**config.mk**
```make
export PLATFORM = sky130hd
export DESIGN_NAME = fetch_queue
export DESIGN_NICKNAME = d
export VERILOG_FILES = /design/src/rtl/fetch_queue.sv
export SDC_FILE = /design/constraint.sdc
export NUM_CORES = 1
export LEC_CHECK = 0
export CAP_MARGIN = 20
export CORE_ASPECT_RATIO = 1.25
export CORE_MARGIN = 2
export CORE_UTILIZATION = 30
export CTS_CLUSTER_DIAMETER = 30
export DETAILED_ROUTE_END_ITERATION = 10
export HOLD_SLACK_MARGIN = 0.08
export SKIP_CTS_REPAIR_TIMING = 1
export SYNTH_ARGS = -nofsm -noshare
export SYNTH_HDL_FRONTEND = slang
export SYNTH_SLANG_ARGS = --single-unit
```
**constraint.sdc**
```tcl
create_clock -name clk -period 6.6 [get_ports clk]
set_clock_uncertainty 0.1 [all_clocks]
set_input_delay 1.98 -clock clk [delete_from_list [all_inputs] [get_ports clk]]
set_output_delay 1.98 -clock clk [all_outputs]
set_load 0.05 [all_outputs]
```
**src/rtl/fetch_queue.sv**
```systemverilog
// Instruction-fetch stage: sequential PC, on-chip instruction memory and a
// small {pc, word} prefetch queue feeding decode over valid/ready.
module fetch_queue #(
   parameter int                ADDR_W    = 8,
   parameter int                WORD_W    = 17,
   parameter int                MEM_DEPTH = 64,
   parameter int                Q_DEPTH   = 4,
   parameter logic [ADDR_W-1:0] RESET_PC  = '0
) (
   input  logic                       rst,
   input  logic                       clk,
   input  logic                       redirect,
   input  logic [ADDR_W-1:0]          redirect_pc,
   output logic                       out_valid,
   input  logic                       out_ready,
   output logic [ADDR_W+WORD_W-1:0]   out_inst,
   input  logic                       mem_we,
   input  logic [ADDR_W-1:0]          mem_waddr,
   input  logic [WORD_W-1:0]          mem_wdata,
   output logic [$clog2(Q_DEPTH):0]   q_count
);

   localparam int IDX_W = $clog2(MEM_DEPTH);
   localparam int PTR_W = $clog2(Q_DEPTH);
   localparam int CNT_W = PTR_W + 1;
   localparam logic [CNT_W-1:0] Q_FULL = CNT_W'(Q_DEPTH);

   logic [WORD_W-1:0] mem_q      [MEM_DEPTH];
   logic [ADDR_W-1:0] ent_pc_q   [Q_DEPTH];
   logic [WORD_W-1:0] ent_word_q [Q_DEPTH];

   logic [ADDR_W-1:0] pc_q, pc_d;
   logic [PTR_W-1:0]  head_q, head_d;
   logic [PTR_W-1:0]  tail_q, tail_d;
   logic [CNT_W-1:0]  count_q, count_d;
   logic              pop, push;

   // Redirect hides the (stale) head combinationally so decode never takes it.
   assign out_valid = (count_q != '0) & ~redirect;
   assign out_inst  = out_valid ? {ent_pc_q[head_q], ent_word_q[head_q]} : '0;
   assign q_count   = count_q;
   assign pop       = out_valid & out_ready;
   assign push      = ~redirect & ((count_q != Q_FULL) | pop);

   // NOTE: every _d gets its hold value first so no path leaves it unassigned (no latches).
   always_comb begin
      pc_d    = pc_q;
      head_d  = head_q;
      tail_d  = tail_q;
      count_d = count_q;
      if (redirect) begin
         pc_d    = redirect_pc;
         head_d  = '0;
         tail_d  = '0;
         count_d = '0;
      end else begin
         if (push) begin
            pc_d   = pc_q + ADDR_W'(1);
            tail_d = tail_q + PTR_W'(1);
         end
         if (pop) head_d = head_q + PTR_W'(1);
         case ({push, pop})
            2'b10:   count_d = count_q + CNT_W'(1);
            2'b01:   count_d = count_q - CNT_W'(1);
            default: count_d = count_q;
         endcase
      end
   end

   // NOTE: state flops use non-blocking assignments so every flop sees pre-edge values.
   always_ff @(posedge clk or negedge rst) begin
      if (!rst) begin
         pc_q    <= RESET_PC;
         head_q  <= '0;
         tail_q  <= '0;
         count_q <= '0;
      end else begin
         pc_q    <= pc_d;
         head_q  <= head_d;
         tail_q  <= tail_d;
         count_q <= count_d;
      end
   end

   // NOTE: storage arrays carry no reset; validity lives in count_q, and contents survive reset.
   // The entry capture reads mem_q before this edge's write lands, so it sees the old word.
   always_ff @(posedge clk) begin
      if (mem_we) mem_q[mem_waddr[IDX_W-1:0]] <= mem_wdata;
      if (push) begin
         ent_pc_q[tail_q]   <= pc_q;
         ent_word_q[tail_q] <= mem_q[pc_q[IDX_W-1:0]];
      end
   end

endmodule

```
* Word level (Yosys, flattened, before mapping)
Memories as Yosys holds them, arrays and structs flattened.
Cells that the tools add are included.
** Cells by class
- $add $sub $neg :: 5
- Equal/unequal tests :: 3
- Mux-type cells :: 13
- Bitwise gates (word level) :: 5
- Reductions and logical operators :: 4
** Operator list (number)
- two-way mux 25 bit :: 1
- two-way mux 8 bit :: 2
- adder 8 x 1 -> 8 bit, second input constant :: 1
- two-way mux 2 bit :: 4
- case mux 3 bit (2 select lines) :: 1
- nonzero test 3 bit :: 2
- adder 2 x 1 -> 2 bit, second input constant :: 2
- two-way mux 1 bit :: 4
- nonzero test 2 bit :: 2
- adder 3 x 1 -> 3 bit, second input constant :: 1
- AND 1 bit :: 3
- two-way mux 3 bit :: 1
- != test 3 bit, second input constant :: 1
- subtractor 3 x 1 -> 3 bit, second input constant :: 1
- == test 2 x 1 -> 1 bit, second input constant :: 1
- == test 2 bit, second input constant :: 1
- NOT 1 bit :: 1
- bitwise OR 1 bit :: 1
** Storage, ports and cells
- Register bits after elaboration :: 15
- RAM bits :: 1188
- Bits of input ports :: 38
- Output and inout bits :: 29
- Word-level logic and storage cells :: 37
- Memories :: 3
** Memories
- mem_q :: words 64, bits a word 17, read ports 1, clocked after memory_dff 0, write ports 1, RTL line 28 : logic [WORD_W-1:0] mem_q [MEM_DEPTH];
- ent_word_q :: words 4, bits a word 17, read ports 1, clocked after memory_dff 0, write ports 1, RTL line 30 : logic [WORD_W-1:0] ent_word_q [Q_DEPTH];
- ent_pc_q :: words 4, bits a word 8, read ports 1, clocked after memory_dff 0, write ports 1, RTL line 29 : logic [ADDR_W-1:0] ent_pc_q [Q_DEPTH];

* Depth between registers and ports, before layout
Gate-level depths: netlist (run 1).
- Word-level depth :: 8
- Mapped depth :: 9
- Mapped depth without buffers :: 4

* Worst setup path before layout (run 1)
OpenSTA, ideal clock, no wires.
- Path type :: input to output
- Start :: in redirect
- End :: out out_inst[15]
- Arrival :: 3540 ps
- Required time :: 4520 ps
- Path slack :: 980 ps
- Cell stages on the path :: 4
- Path buffers :: 2
- Cells stage by stage :: clkbuf_1 > nor2b_1 > clkbuf_1 > and2_1
** Between the ends
- Cells in the longest elaborated chain, start to end :: 3
** Ends and longest elaborated chain
- from (decl) :: RTL line 12 : input logic redirect,
- NOT 1 bit :: RTL line 39 : assign out_valid = (count_q != '0) & ~redirect;
- AND 1 bit :: RTL line 39
- via out_valid :: RTL line 14 : output logic out_valid,
- two-way mux 25 bit :: RTL line 40 : assign out_inst = out_valid ? {ent_pc_q[head_q], ent_word_q[head_q]} : '0;
- to (decl) :: RTL line 16 : output logic [ADDR_W+WORD_W-1:0] out_inst,
The timed path passes the listed nets, and every way through them passes these cells.

* Worst setup path after layout (run 1)
- Start :: in redirect
- End :: out out_inst[10]
** Between the ends
- Cells in the longest elaborated chain, start to end :: 3
** Ends and longest elaborated chain (RTL line)
- NOT 1 bit :: 39
- AND 1 bit :: 39
- two-way mux 25 bit :: 40
No other way between the ends.

==> results.cfg, run 1 <==
[critical_path]
path_depth = 6
timing.reg2reg.setup_slack_ns = 2.66
cpPeakStageDelay_ns = 0.41
critPathCaptureType = output port
slowest_stage = clkdlybuf4s50_1
crit_buf_inv = 4
path_class = primary input to output port
critPathArrivalTime_ns = 3.40
crit_start = redirect
worstSetupStartpointType = primary input
path_delay_family = buffers and inverters
reg2reg_from = pc_q[4]
crit_path_max_fanout = 27
r2r_cells = 5
path_common_cell = buf_4
r2r_end = ent_word_q[0][4]
crit_chain = clkdlybuf4s50_1, buf_4, nor2b_1, buf_4, and2_1, buf_12
critical_path_required_ns = 4.52

[layout]
layout_commonest_cell = edfxtp_1
drive_above_1_share_pct = 30.4
final_nets = 2367
register_area_um2 = 36100
syn_to_final_growth_pct = 19.9
final_cell_mix = edfxtp_1 (1,188), mux4_2 (263), clkbuf_16 (157)
fillers = 13900
multi_input_area_um2 = 9790

[yosys]
syn_inst = 2114
syn-cell-area_um2 = 46400
synth_nets = 2158
yosys_most_used_dff = edfxtp_1
synthArstFlopShare_pct = 1.25
synth_area_per_cell_um2 = 21.9
synth.distinct_cells = 45
ys_seq_area_share_pct = 77.7
synth_top_area_share_pct = 76.9
synthTopCellsByArea = edfxtp_1 (77%), mux4_2 (13%), mux2i_1 (2.1%), mux2_2 (0.97%), dfrtp_1 (0.81%)
yosysWarnings = 0
synth_edf_count = 1188
yosys.area.top_type = edfxtp_1
ys_ff_latch = 1203

[clock_tree]
cts.path.max_buffers = 3
cts_made_buffers = 156
ctsHtreeMaxLevel = 4
worstSkewPairLatency_ns = 0.77
clk_pin_slew_worst_paths_ns = 0.06
cts_root_buffer = clkbuf_16
cts_sinks = 1203
tritoncts = yes

[power]
leakage_uw = 0.0175
p_seq_share_pct = 42.9
power_frac_comb_pct = 15.0
power_density_nw_per_um2 = 370
power.switching_uw = 5380
irDropWorstVdd_mv = 0.241
power.internal_uw = 15200
clkPwrFrac_pct = 42.1
switching_share_pct = 26.1

[global_routing]
overflow = 0
grtUsageTotal_pct = 13.9
antenna_found_initial = 1
grt_start_max_net_pins = 97
grt_first_pass_wirelength_mm = 160
grt_pass1_vias = 23400

[outcome]
status = finished clean

[sta]
rsz0062_at_grt = no
fin_crit_sh_pct = 83.0
setup_tns_ns = 0
slew_headroom_pct = 23.3
finalSetupViolCount = 0
finalMaxSlewViolations = 0
period_minus_slack_ns = 5.48
max_freq_ghz = 0.182
worst_pin_slew_ns = 1.15
finalHoldViolations = 0
setup_ws_ns = 1.12

[floorplanning]
rows = 161
fp.dieH_um = 444
dieArea_um2 = 158000
start_util_pct = 30.2
die_x_um = 356
io_pins = 67
core_area_um2 = 154000

[drt]
drt_iter0_drc = 2329
drc = 0
num_vias = 22000
totalWireLength_mm = 110
first_pass_iters = 5
antenna_left = 0
wl_per_cell_um = 24.4
vias_per_cell = 4.90

[hold_path]
min_from = pc_q[6]
hold_end = ent_pc_q[0][6]
holdPathStages = 0
hold_path_class = register to register

[placed_design]
gp_congestion = 0.790
dp_hpwl_mm = 62.6
pre_cts_ws_ns = 1.10
portBuffers = 64

[flow_run]
cap_violations = 0
[routing by layer]
layer,wire length (um),global-route usage (%),vias up
met3,5950,2.60,222
met4,4680,6.28,0
li1,-,-,9381
met5,0,0,-
met2,56200,23.5,716
met1,43100,17.3,11700
[power by group through the flow]
stage	registers, uW	logic (uW)	clock network [uW]
3_3_place_gp	8980	3050	0
6_report	8830	3090	8660
3_5_place_dp	8990	3120	0
2_1_floorplan	8870	2070	0
4_1_cts	8830	3130	8800
5_1_grt	8850	3270	9140
[cell usage after synthesis (all sizes together), types with 6 or more instances]
library cell	count
a211o	17
a21oi	22
a221o	6
a221oi	17
a22oi	17
a31oi	18
and2	32
buf	68
clkbuf	52
dfrtp	15
edfxtp	1188
mux2	40
mux2i	97
mux4	263
nand2	49
nand3	10
nor2	67
nor2b	7
o211ai	13
o21ai	13
o221a	11
o221ai	23
o22ai	17
[cells by family (layout without fill, tap and decap cells)]
group           count (synthesis)  in the layout  synth area share, %
flops                        1203           1203                 77.7
mux                           400            400                 15.8
simple gates                  194            194                 2.01
compound gates                177            177                 2.86
buf+inv                       124            464                 1.21
xor+xnor                        9              9                0.170
fa+ha+maj                       6              6                0.178
other cells                     1              3              0.00808
[sequential cells by signal, summed over array words and instances, names as in the netlist]
signal and flops:
mem_q 1088, ent_word_q 68, ent_pc_q 32, pc_q 8, q_count 3, head_q 2, tail_q 2
[stage by stage]
stage                     hold slack, ns  instance area (um^2)  total power [uW]  util, %  cells
after global placement             0.436                 50100             12000     32.6   4200
after CTS                          0.480                 55600             20800     36.2   4490
final                              0.472                 55600             20600     36.2   4493
after floorplan                    0.387                 46400             10900        -   2114
after detailed placement           0.470                 50100             12100     32.6   4201
after global routing               0.511                 55600             21300     36.2   4492
[worst max path at each step]
stage	end	slack (ns)
finish	out_inst[10]	1.12
global placement	out_inst[3]	1.13
detailed placement	out_inst[10]	1.10
global route	out_inst[10]	1.02
floorplan	out_inst[15]	0.98
CTS	out_inst[10]	1.09
[area by class of cell]
cell class,count,share of cell area (%)
Multi-Input combinational cell,787,17.6
Sequential cell,1203,64.9
Tap cell,2037,4.58
Timing Repair Buffer,171,3.10
Inverter,4,0.0270
Antenna cell,2,0.00900
Clock inverter,122,2.70
Clock buffer,167,7.13
[worst register-to-register path, delay by kind of cell (launching register included)]
kind            cells  cell delay [ns]
compound gates      3             1.34
buf+inv             1             0.42
flops               1             1.03
simple gates        1             0.85
Note: power is estimated with default switching activity, not from simulation.
==> run 2, diff against run 1 <==
==> constraint.sdc (replaced) <==
create_clock -name clk -period 5.6 [get_ports clk]
set_clock_uncertainty 0.1 [all_clocks]
set_input_delay 1.68 -clock clk [delete_from_list [all_inputs] [get_ports clk]]
set_output_delay 1.68 -clock clk [all_outputs]
set_load 0.05 [all_outputs]
==> results.cfg, run 2 (synthesis gave the netlist of run 1 again) <==
[outcome]
status = finished clean

[flow_run]
cap_violations = 0

[floorplanning]
die_x_um = 356
dieArea_um2 = 158000
start_util_pct = 30.2
rows = 161
io_pins = 67
core_area_um2 = 154000
fp.dieH_um = 444

[hold_path]
hold_path_class = register to register
hold_end = ent_pc_q[2][7]
min_from = pc_q[7]
holdPathStages = 0

[critical_path]
timing.reg2reg.setup_slack_ns = 2.08
critical_path_required_ns = 3.82
r2r_end = ent_word_q[2][8]
critPathArrivalTime_ns = 2.88
r2r_cells = 5
path_class = primary input to output port
crit_path_max_fanout = 27
critPathCaptureType = output port
worstSetupStartpointType = primary input
reg2reg_from = pc_q[2]

[global_routing]
grt_pass1_vias = 23000
grt_first_pass_wirelength_mm = 157
grtUsageTotal_pct = 13.8
grt_util_met3_pct = 2.51
grt_start_max_net_pins = 84
overflow = 0
grtUsageMet1_pct = 16.9
antenna_found_initial = 3
use_met2_pct = 23.7
busiest_layer = met2

[clock_tree]
cts.path.max_buffers = 3
ctsHtreeMaxLevel = 4
clk_pin_slew_worst_paths_ns = 0.05
cts_root_buffer = clkbuf_16
worstSkewPairLatency_ns = 0.77
cts_sinks = 1203
tritoncts = yes
cts_made_buffers = 159

[placed_design]
portBuffers = 64
dp_hpwl_mm = 64.8
place_area_um2 = 50300
placed_cells = 4219
gp_congestion = 0.785

[layout]
layout_commonest_cell = edfxtp_1
final_cell_mix = edfxtp_1 (1,188), mux4_2 (263), clkbuf_16 (163)
drive_above_1_share_pct = 30.8
fin_area_um2 = 55800
final_nets = 2387
largest_register_ffs = 1088
register_area_um2 = 36100
fin_util_pct = 36.3
syn_to_final_growth_pct = 20.2
multi_input_area_um2 = 9790
fillers = 13800
final_cells = 4518

[drt]
first_pass_iters = 7
vias_per_cell = 4.88
drt_iter0_drc = 2056
drc = 0
antenna_left = 0
totalWireLength_mm = 109
num_vias = 22000
wl_per_cell_um = 24.1

[power]
power.internal_uw = 18100
switching_share_pct = 25.6
leakage_uw = 0.0176
clkPwrFrac_pct = 42.0
power_frac_comb_pct = 15.0
p_seq_share_pct = 43.0
irDropWorstVdd_mv = 0.304
power.switching_uw = 6210
power_density_nw_per_um2 = 435

[sta]
finalHoldViolations = 0
finalMaxSlewViolations = 0
fin_crit_sh_pct = 83.2
finalSetupViolCount = 0
period_minus_slack_ns = 4.66
max_freq_ghz = 0.215
worst_pin_slew_ns = 1.09
rsz0062_at_grt = no
slew_headroom_pct = 27.6
setup_tns_ns = 0
## run 2: cell types whose count changed in the layout (fill, tap and decap cells not counted), moves of 2 or more
cell	before	now
clkinvlp_4	21	12
buf_4	100	116
inv_8	9	5
clkinv_16	3	1
buf_12	31	34
clkbuf_1	10	6
inv_6	26	28
clkinv_1	9	21
clkbuf_16	157	163
buf_16	2	0
clkinv_2	14	21
inv_16	4	1
## run 2: worst max-delay path, cell delays in order
cell and delay, ns:
clkdlybuf4s50_1 0.44, nor2b_1 0.13, buf_4 0.25, and2_1 0.22, buf_12 0.15
## run 2: stage by stage
stage | total power, uW | setup WS [ns] | hold WS (ns)
after floorplan | 12900 | 0.580 | 0.387
final | 24300 | 0.941 | 0.462
after global placement | 14200 | 0.920 | 0.439
after detailed placement | 14300 | 0.926 | 0.455
after CTS | 24500 | 0.914 | 0.468
after global routing | 25100 | 0.818 | 0.502
## run 2: worst max-delay path by stage
| stage | start | to | slack (ns) | cells past startpoint |
|---|---|---|---|---|
| after global placement | redirect | out_inst[0] | 0.92 | 5 |
| after global routing | redirect | out_inst[0] | 0.82 | 5 |
| after detailed placement | redirect | out_inst[0] | 0.93 | 5 |
| after floorplan | redirect | out_inst[15] | 0.58 | 4 |
| after CTS | redirect | out_inst[0] | 0.91 | 5 |
| final | redirect | out_inst[0] | 0.94 | 5 |
## run 2: per-layer routing
metal  wire [um]  part of all wire, %  vias to the layer above
li1            -                    -                     9439
met2       56100                   52                      705
met5           0                    0                        -
met1       42900                   39                    11700
met3        5880                  5.4                      173
met4        3820                  3.5                        0
## run 2: power by group through the flow
stage / logic (uW) / clock network [uW] / registers, uW
after floorplan: 2440 / 0 / 10500
after global placement: 3630 / 0 / 10600
after detailed placement: 3690 / 0 / 10600
after CTS: 3710 / 10400 / 10400
after global routing: 3860 / 10700 / 10500
final: 3640 / 10200 / 10400
## run 2: area by class of cell
cell class | count | area share (%)
Antenna cell | 3 | 0.0135
Timing Repair Buffer | 188 | 3.31
Clock buffer | 169 | 7.36
Tap cell | 2037 | 4.57
Multi-Input combinational cell | 787 | 17.6
Clock inverter | 127 | 2.50
Inverter | 4 | 0.0269
Sequential cell | 1203 | 64.7
==> run 3, diff against run 2 <==
==> constraint.sdc (replaced) <==
create_clock -name clk -period 4.4 [get_ports clk]
set_clock_uncertainty 0.1 [all_clocks]
set_input_delay 1.32 -clock clk [delete_from_list [all_inputs] [get_ports clk]]
set_output_delay 1.32 -clock clk [all_outputs]
set_load 0.05 [all_outputs]
==> results.cfg, run 3 (synthesis gave the netlist of run 1 again) <==
[outcome]
status = finished clean

[clock_tree]
clk_pin_slew_worst_paths_ns = 0.05
cts.path.max_buffers = 3
worstSkewPairLatency_ns = 0.78
ctsHtreeMaxLevel = 4
cts_root_buffer = clkbuf_16
tritoncts = yes
cts_made_buffers = 167
cts_sinks = 1203

[critical_path]
crit_path_max_fanout = 18
path_class = register to output port
critical_path_required_ns = 2.98
critPathArrivalTime_ns = 2.53
crit_buf_inv = 2
path_depth = 4
critPathCaptureType = output port
crit_chain = buf_4, mux4_2, and2_1, buf_12
slowest_stage = dfrtp_1
reg2reg_from = pc_q[0]
cpPeakStageDelay_ns = 0.62
path_delay_family = flip-flops
timing.reg2reg.setup_slack_ns = 1.08
r2r_cells = 5
worstSetupStartpointType = register
r2r_end = ent_word_q[1][1]

[drt]
drc = 0
drt_iter0_drc = 2254
wl_met1_mm = 44.6
routed.top_layer = met5
vias_per_cell = 4.89
antenna_left = 0
met2_length_mm = 57.4
first_pass_iters = 5
wl_per_cell_um = 24.6
totalWireLength_mm = 112
met3_length_mm = 6.70
num_vias = 22300

[floorplanning]
dieArea_um2 = 158000
start_util_pct = 30.2
fp.dieH_um = 444
core_area_um2 = 154000
rows = 161
die_x_um = 356
io_pins = 67

[global_routing]
grt_first_pass_wirelength_mm = 162
grtUsageTotal_pct = 14.1
overflow = 0
antenna_found_initial = 6
grt_pass1_vias = 23300
grt_start_max_net_pins = 65

[sta]
max_freq_ghz = 0.253
finalHoldViolations = 0
fin_crit_sh_pct = 89.7
rsz0062_at_grt = no
finalMaxSlewViolations = 0
period_minus_slack_ns = 3.95
slew_headroom_pct = 30.2
worst_pin_slew_ns = 1.05
finalSetupViolCount = 0
setup_tns_ns = 0

[placed_design]
gp_congestion = 0.819
place_area_um2 = 50500
portBuffers = 64
dp_hpwl_mm = 67.3

[layout]
fin_util_pct = 36.5
fillers = 13800
final_nets = 2417
multi_input_area_um2 = 9790
register_area_um2 = 36100
drive_above_1_share_pct = 31.6
final_cell_mix = edfxtp_1 (1,188), mux4_2 (263), clkbuf_16 (171)
largest_register_ffs = 1088
syn_to_final_growth_pct = 21.1
layout_commonest_cell = edfxtp_1
fin_area_um2 = 56200

[power]
power_density_nw_per_um2 = 552
leakage_uw = 0.0178
irDropWorstVdd_mv = 0.362

[hold_path]
hold_end = head_q[0]
hold_path_class = register to register
min_from = head_q[0]
holdPathStages = 1

[flow_run]
cap_violations = 0
run 3: changes by cell type in the layout (fill, tap and decap cells not counted), sizes merged:
| cell | delta |
|---|---|
| buf | +22 |
| bufinv | -9 |
| clkbuf | +14 |
| clkinv | +2 |
| clkinvlp | +10 |
| diode | +1 |
| inv | -5 |
run 3: layout make-up:
| cell class | count | area share [%] |
|---|---|---|
| Tap cell | 2037 | 4.54 |
| Clock buffer | 183 | 7.70 |
| Multi-Input combinational cell | 787 | 17.4 |
| Sequential cell | 1203 | 64.2 |
| Clock inverter | 125 | 2.14 |
| Inverter | 4 | 0.0267 |
| Antenna cell | 4 | 0.0178 |
| Timing Repair Buffer | 210 | 3.93 |
run 3: worst reg2reg max path, cell delays in order (launching register included):
cell	delay (ns)
dfrtp_4	0.85
buf_12	0.37
mux4_2	0.54
a22oi_1	0.42
a31oi_1	0.35
a211o_1	0.44
run 3: where the power goes:
| part | total (uW) | internal [uW] | switching, uW |
|---|---|---|---|
| clock network | 12900 | 7730 | 5220 |
| logic | 4830 | 2170 | 2660 |
| registers | 13200 | 13000 | 226 |
run 3: stage by stage:
stage	power, uW	cells	hold slack (ns)	worst slack, ns
final	31000	4553	0.447	0.454
after global routing	32000	4550	0.495	0.345
after CTS	31300	4545	0.453	0.353
after detailed placement	18300	4237	0.445	0.488
after global placement	18200	4236	0.441	0.464
after floorplan	16400	2114	0.387	0.0998
run 3: how the worst max path moves through the flow:
stage / from / end / slack (ns)
6_report: head_q[1] / out_inst[1] / 0.45
5_1_grt: head_q[1] / out_inst[1] / 0.34
4_1_cts: head_q[1] / out_inst[1] / 0.35
2_1_floorplan: redirect / out_inst[15] / 0.1
3_5_place_dp: redirect / out_inst[22] / 0.49
3_3_place_gp: redirect / out_inst[9] / 0.46
run 3: routing by layer:
metal / track usage, % / vias to the layer above
met5: 0 / -
met4: 5.14 / 2
met3: 2.61 / 164
met2: 24.3 / 805
met1: 17.8 / 11800
li1: - / 9492
